`src/rtl/cross_bar_mux_arbiter.sv`:
```
// Packet-granular round-robin merge of CHANNEL_NO AXI-Stream inputs onto one output.
// The m-side is driven from a 2-entry skid slice, so m_axis_tready never reaches s_axis_tready combinationally.
module cross_bar_mux_arbiter #(
  parameter int MSEL_WIDTH = 2,
  parameter int CHANNEL_NO = 2**MSEL_WIDTH,
  parameter int DATA_WIDTH = 32
) (
  input  logic                  aclk,
  input  logic                  areset,
  input  logic [DATA_WIDTH-1:0] s_axis_tdata [CHANNEL_NO],
  input  logic [CHANNEL_NO-1:0] s_axis_tvalid,
  input  logic [CHANNEL_NO-1:0] s_axis_tlast,
  output logic [CHANNEL_NO-1:0] s_axis_tready,
  output logic [DATA_WIDTH-1:0] m_axis_tdata,
  output logic                  m_axis_tvalid,
  output logic                  m_axis_tlast,
  output logic [MSEL_WIDTH-1:0] m_axis_tid,
  input  logic                  m_axis_tready
);

  localparam logic [1:0] IDLE   = 2'b00;
  localparam logic [1:0] ACTIVE = 2'b01;

  typedef struct packed {
    logic [DATA_WIDTH-1:0] data;
    logic                  last;
    logic [MSEL_WIDTH-1:0] tid;
  } beat_t;

  logic [1:0]            state_q, state_d;
  logic [MSEL_WIDTH-1:0] grant_q, grant_d;
  logic [MSEL_WIDTH-1:0] last_grant_q, last_grant_d;
  logic [MSEL_WIDTH-1:0] rr_pick, rr_idx;
  logic                  rr_any;
  logic                  slice_ready, accept;
  beat_t                 in_beat;
  beat_t                 main_q, main_d, skid_q, skid_d;
  logic                  main_vld_q, main_vld_d, skid_vld_q, skid_vld_d;

  assign slice_ready = ~skid_vld_q;
  assign in_beat     = '{data: s_axis_tdata[grant_q], last: s_axis_tlast[grant_q], tid: grant_q};

  // Scan from the farthest offset down so the nearest valid channel after last_grant wins.
  always_comb begin
    rr_pick = last_grant_q;
    rr_idx  = last_grant_q;
    rr_any  = |s_axis_tvalid;
    for (int i = CHANNEL_NO; i >= 1; i--) begin
      rr_idx = last_grant_q + MSEL_WIDTH'(i);
      if (s_axis_tvalid[rr_idx]) rr_pick = rr_idx;
    end
  end

  always_comb begin
    state_d       = state_q;
    grant_d       = grant_q;
    last_grant_d  = last_grant_q;
    s_axis_tready = '0;
    accept        = 1'b0;
    case (state_q)
      IDLE: begin
        if (rr_any) begin
          grant_d = rr_pick;
          state_d = ACTIVE;
        end
      end
      ACTIVE: begin
        s_axis_tready[grant_q] = slice_ready;
        accept = s_axis_tvalid[grant_q] & slice_ready;
        if (accept && s_axis_tlast[grant_q]) begin
          last_grant_d = grant_q;
          state_d      = IDLE;
        end
      end
      default: state_d = IDLE;
    endcase
  end

  // Skid slice: a beat arriving while main is stalled parks in skid; skid refills main first.
  always_comb begin
    main_vld_d = main_vld_q;
    main_d     = main_q;
    skid_vld_d = skid_vld_q;
    skid_d     = skid_q;
    if (!main_vld_q || m_axis_tready) begin
      if (skid_vld_q) begin
        main_vld_d = 1'b1;
        main_d     = skid_q;
        skid_vld_d = 1'b0;
      end else begin
        main_vld_d = accept;
        if (accept) main_d = in_beat;
      end
    end else if (accept) begin
      skid_vld_d = 1'b1;
      skid_d     = in_beat;
    end
  end

  always_ff @(posedge aclk or posedge areset) begin
    if (areset) begin
      state_q      <= IDLE;
      grant_q      <= '0;
      last_grant_q <= MSEL_WIDTH'(CHANNEL_NO - 1);
      main_q       <= '0;
      skid_q       <= '0;
      main_vld_q   <= 1'b0;
      skid_vld_q   <= 1'b0;
    end else begin
      state_q      <= state_d;
      grant_q      <= grant_d;
      last_grant_q <= last_grant_d;
      main_q       <= main_d;
      skid_q       <= skid_d;
      main_vld_q   <= main_vld_d;
      skid_vld_q   <= skid_vld_d;
    end
  end

  assign m_axis_tvalid = main_vld_q;
  assign m_axis_tdata  = main_q.data;
  assign m_axis_tlast  = main_q.last;
  assign m_axis_tid    = main_q.tid;

endmodule

```
`config.mk`:
```
export PLATFORM = sky130hd
export DESIGN_NAME = cross_bar_mux_arbiter
export DESIGN_NICKNAME = d
export VERILOG_FILES = /design/src/rtl/cross_bar_mux_arbiter.sv
export SDC_FILE = /design/constraint.sdc
export NUM_CORES = 1
export LEC_CHECK = 0
export BUFFER_PORTS_ARGS = -buffer_cell sky130_fd_sc_hd__buf_4
export CORE_MARGIN = 8
export CORE_UTILIZATION = 52
export CTS_CLUSTER_DIAMETER = 80
export DETAILED_ROUTE_END_ITERATION = 10
export HOLD_SLACK_MARGIN = 0.02
export PLACE_DENSITY_LB_ADDON = 0.15
export SYNTH_ARGS = -nofsm -noshare
export SYNTH_HDL_FRONTEND = slang
export SYNTH_SLANG_ARGS = --single-unit
```
`constraint.sdc`:
```
create_clock -name aclk -period 6.5 [get_ports aclk]
set_input_delay 0.65 -clock aclk [delete_from_list [all_inputs] [get_ports aclk]]
set_output_delay 0.65 -clock aclk [all_outputs]
set_load 0.01 [all_outputs]
```
* Word-level counts from Yosys, hierarchy flattened
Index checks and enable logic that the tools add are counted.
Widths: inputs -> output; s select.
** Storage, ports and cells
- Bits in registers :: 78
- Bits of input ports :: 139
- Word-level logic and storage cells :: 69
** Operators by class
- Mux-type cells :: 28
- Equal/unequal tests :: 3
- Add/sub/neg operators :: 3
- Magnitude comparators :: 6
- Bitwise logic cells :: 5
- Reduce and logical (&&, ||, !) cells :: 13
** Operators by type and width (count)
- $mux 35 :: 2
- $bmux 32 s2 :: 1
- $mux 32 :: 2
- $lt 2x3->1 const B :: 4
- $bmux 1 s2 :: 5
- $mux 1 :: 10
- $mux 2 :: 5
- $reduce_and 2->1 :: 5
- $add 2x2->2 const B :: 2
- $and 4x4->4 :: 1
- $mux 4 :: 1
- $ne 2x2->1 const B :: 2
- $pmux 2 s2 :: 1
- $reduce_bool 2->1 :: 2
- $reduce_or 4->1 :: 1
- $ge 3x3->1 const B :: 1
- $not 2->3 :: 1
- $add 2x1->2 const B :: 1
- $demux 1 s2 :: 1
- $eq 2x1->1 const B :: 1
- $ge 2x1->1 const B :: 1
- $logic_and 1x1->1 :: 2
- $logic_not 2->1 :: 1
- $not 1->1 :: 2
- other kinds (3) :: 3

* Depth between registers and ports, before layout
- Depth after elaboration :: 6
- Gate-level depth with buffers :: 7
- Depth with buffers taken out :: 4

* Least setup slack after synthesis
Ideal clock, no wire load.
- Kind :: register -> output
- From :: register grant_q[0]
- To :: output port s_axis_tready[0]
- Arrival :: 1.400 ns
- Path slack :: 4.450 ns
- Data required time :: 5.850 ns
- Stages on the path, launching flop included :: 6
- Cell sequence :: dfrtp_1 -> buf_2 -> or2_2 -> clkbuf_1 -> clkbuf_1 -> nor3_1
** On the way
- Cells in the longest elaborated chain, start to end :: 6
** RTL lines
- from (decl) :: RTL line 31 : logic [MSEL_WIDTH-1:0] grant_q, grant_d;
- from (signal assigned) :: RTL line 111 : grant_q <= grant_d;
- $lt 2x3->1 (implied by the code) or $ge 2x1->1 (tied branches) :: RTL line 68 : s_axis_tready[grant_q] = slice_ready;
- $logic_and 1x1->1 (implied by the code) :: RTL line 68
- $mux 1 (implied by the code) :: RTL line 68
- $demux 1 s2 * :: RTL line 68
- $and 4x4->4 (no source line) *
- $mux 4 * :: RTL line 60 : case (state_q)
- to (decl) :: RTL line 13 : output logic [CHANNEL_NO-1:0] s_axis_tready,
Mark *: on every way between the ends. The rest lies on a longest branch, timed or not.

* Worst setup path after layout
- From :: register grant_q[1]
- To :: register main_q, in the netlist m_axis_tdata[2]
** On the way
- Cells in the longest elaborated chain, start to end :: 6
** RTL lines
- $bmux 1 s2 or $not 2->3 (tied branches) :: RTL line 69, 41
- $mux 1 (implied by the code) or $bmux 32 s2 (tied branches) :: RTL line 69, 41
- $and 1x1->1 or $mux 32 (tied branches) :: RTL line 69, 41
- $mux 1 or $mux 32 (tied branches) :: RTL line 60, 41
- $reduce_bool 2->1 (no source line) or $mux 35 (tied branches)
- $reduce_and 2->1 (no source line) or $mux 35 (tied branches)
- to (signal assigned) :: RTL line 113 : main_q <= main_d;
- to (decl) :: RTL line 37 : beat_t main_q, main_d, skid_q, skid_d;
Parallel ways exist; a longest one is shown, timed or not. The select of a mux whose other input is x is not followed.
A chain may end at the register's enable or synchronous reset.

==> results.md <==
- Status: completed
- Sequential Area: 0.00194 mm2
- CTS H-tree lvls: 3
- Drt first pass iters: 4
- Post-synthesis mux area share: 17.9%
- Data arrival, critical path: between 4 and 5 ns
- Max-cap violations: 0
- Post-Syn Area: 0.00454 mm2
- Die H: 109 um
- # hold bufs at CTS: 0
- Slew HR: between 10% and 20%
- Main combinational cell family by area after synthesis: compound AO/OA/AOI/OAI gates
- Setup repair bufs after CTS: 0
- Syn Area/Cell: 9.17 um2
- Routability cong.: between 0.8 and 0.9
- Initial antenna violation count: 0
- CTS Buf Count: 9
- Area leader, netlist: dfrtp_1
- Final #Nets: 779
- Class of the worst hold path: reg -> reg
- Global route total overflow: 0
- Post-synthesis sequential area ratio: 42.5%
- Share of layout cells above drive strength 1: 38.4%
- Worst setup SP type: flop
- Worst hold slack: 0.482 ns
- Largest net degree at the start of global routing: 78
- Post-DR wirelength/cell: 16.7 um
- DR vias: 4174
- CTS tree: done
- Final Hold Fails: 0
- Top-area cell type share of the netlist area: 41.4%
- Worst clock skew: 0.0129 ns
- Synth top cells by count: 95 x o21ai_0, 75 x dfrtp_1, 66 x nand2_1, 37 x mux2_2, 36 x nor2b_1
- Worst Tran Pin Value: between 1 and 1.5 ns
- Final setup viols: 0
- Area of the multi-input gates: 0.00240 mm2
- Highest clock rate: 254 MHz
- Port bufs: around 180
- Cell with the most instances after synthesis: o21ai_0
- DRC Markers: 0
- Iteration-0 DRC Markers: 188
- DP Area: around 0.006 mm2
- Unrepaired setup endpoints after global routing: no
- Syn Inst Count: 495
- CP Capture Type: flop
- Global-route usage over all layers: a little over a fifth
- Sum Neg Setup Slack: 0 ns
- Synth area leaders: dfrtp_1 41%, o21ai_0 10%, mux2_2 9.2%
- First-pass GRT wire length: slightly above 20 mm
- Number of synthesized flops with an enable pin: 0
- Starting Density: 52.8%
- Max IR drop VDD: 0.207 mV
- Post-DP HPWL: 8.74 mm
- Synth-to-Final Area Change: 34.3%
- Horiz. Die Dim: 109 um
- Diodes inserted: 0
- Fin crit share: 60.6%
- Pleak: roughly 2.8 nW
- Prevailing post-synth register cell: dfrtp_1
- Vias/cell: 5.54
- Finished Cell Area: about 0.006 mm2
- Worst-Skew Late Latency: 0.35 ns
- Critical path type: reg -> reg
- Core Region: 0.00859 mm2
- Synth async-reset ratio: 100%
- XOR/XNOR share of the synthesized area: 0%
- Clock transition at path regs: ~0.08 ns
- Max Slew Vio Count: 0
- Pwr dens: 458 mW/mm2
- Simple-gate share of the synthesized area: 12.3%
- Mapped Nets: approximately 630
- Die area: 0.0120 mm2
- Inst Count DP: 737
- Fillers: 683
- CTS Sinks: 77
- FP Rows: 34
- Final min period: 3.94 ns
- Crit-path max FO: between 70 and 80
- Ys Warns: 0
- Vias in the first global route: between 4k and 5k
- Fin cells: 753
- Number of library cell types mapped by synthesis: 32
- Clock Tree Root: clkbuf_8
- DRT antenna net count: 0
- Post-Synth Adder-Cell Area: 0%
- Final WL: 12.6 mm
- Clock Tree Buf Depth: 2
- Worst EP required: between 6 and 7 ns
- Post-synthesis compound-gate area fraction: 22.4%
- Seq cells post-synth: a little under 80
- Post-CTS sizing: 0
- IO Pins: between 150 and 200
registers in the layout, indices dropped and copies added (netlist names):
name and cells:
m_axis_tlast 1, m_axis_tid 2, skid_vld_q 1, last_grant_q 2
grant_q 2, skid_q 35, state_q 1, m_axis_tdata 32
m_axis_tvalid 1
kinds of logic (layout without fill, tap and decap cells):
| kind of cell | after synthesis | in the layout |
|---|---|---|
| compound gates | 176 | 176 |
| simple gates | 116 | 116 |
| flops | 77 | 77 |
| mux | 74 | 74 |
| buf+inv | 52 | 202 |
critical path, cell delays in order, from the launching register on:
cell	delay (ns)
dfrtp_4	1.09
mux4_2	0.67
a21oi_4	0.74
or2_1	1.02
o31ai_1	0.21
cells in the final DEF, fill, tap and decap left out:
cell	instances
a31o_2	1
a2bb2oi_1	1
mux2i_1	35
dfrtp_1	72
clkinv_2	1
dfstp_2	2
or2_1	1
dfrtp_4	1
a21oi_1	2
a21oi_4	1
nor3_1	1
o22a_1	1
nand2b_1	1
nor2b_2	1
o21ai_1	8
nor2_1	4
clkbuf_8	12
nand2_1	66
mux2_2	37
clkbuf_1	1
mux4_2	2
dfrtp_2	2
clkinvlp_4	1
o22ai_1	32
o31ai_1	32
buf_4	183
and3_1	1
bufinv_16	2
nor2b_1	35
o21ai_0	95
a21boi_0	1
nor4_1	1
inv_1	2
nand4b_1	2
or3b_2	1
or2_2	1
or3_1	1
a31oi_1	2
layout make-up:
cell class | count | area share (%)
Sequential cell | 77 | 31.8
Timing Repair Buffer | 183 | 22.5
Multi-Input combinational cell | 366 | 39.4
Clock buffer | 13 | 2.77
Clock inverter | 3 | 1.11
Inverter | 3 | 0.205
Tap cell | 108 | 2.22
metal layers:
| metal | GRT usage [%] | up-vias | part of all wire, % |
|---|---|---|---|
| met5 | 0 | - | 0 |
| met4 | 7.23 | 0 | 1.2 |
| met3 | 6.74 | 13 | 10 |
| met2 | 34.5 | 165 | 49 |
| met1 | 25.4 | 1921 | 40 |
| li1 | - | 2075 | - |
report_power, final:
| group | leakage [nW] | internal, mW | total, mW | switching [mW] |
|---|---|---|---|---|
| clock network | 0.116 | 0.248 | 0.417 | 0.169 |
| logic | 1.79 | 0.683 | 1.42 | 0.741 |
| registers | 0.935 | 0.727 | 0.950 | 0.223 |
worst paths after layout:
kind                             from         endpoint  slack, ns  cells after the start
setup / recovery           grant_q[1]  m_axis_tdata[2]       2.56                      4
hold / removal              skid_q[3]        skid_q[3]       0.48                      2
setup reg to reg           grant_q[1]  m_axis_tdata[2]       2.56                      4
hold reg to reg             skid_q[3]        skid_q[3]       0.48                      2
max in group asynchronous      areset       grant_q[1]       5.21                      3
min in group asynchronous      areset       grant_q[0]       0.60                      3
through the flow:
step / total power [mW] / utilization (%) / setup WS (ns)
floorplan: 1.91 / - / 3.89
global placement: 2.34 / 68.2 / 2.60
detailed placement: 2.39 / 68.2 / 2.51
CTS: 2.81 / 70.9 / 2.51
global route: 3.03 / 70.9 / 2.22
finish: 2.79 / 70.9 / 2.56
No activity file was read; power rests on OpenSTA's default activity.
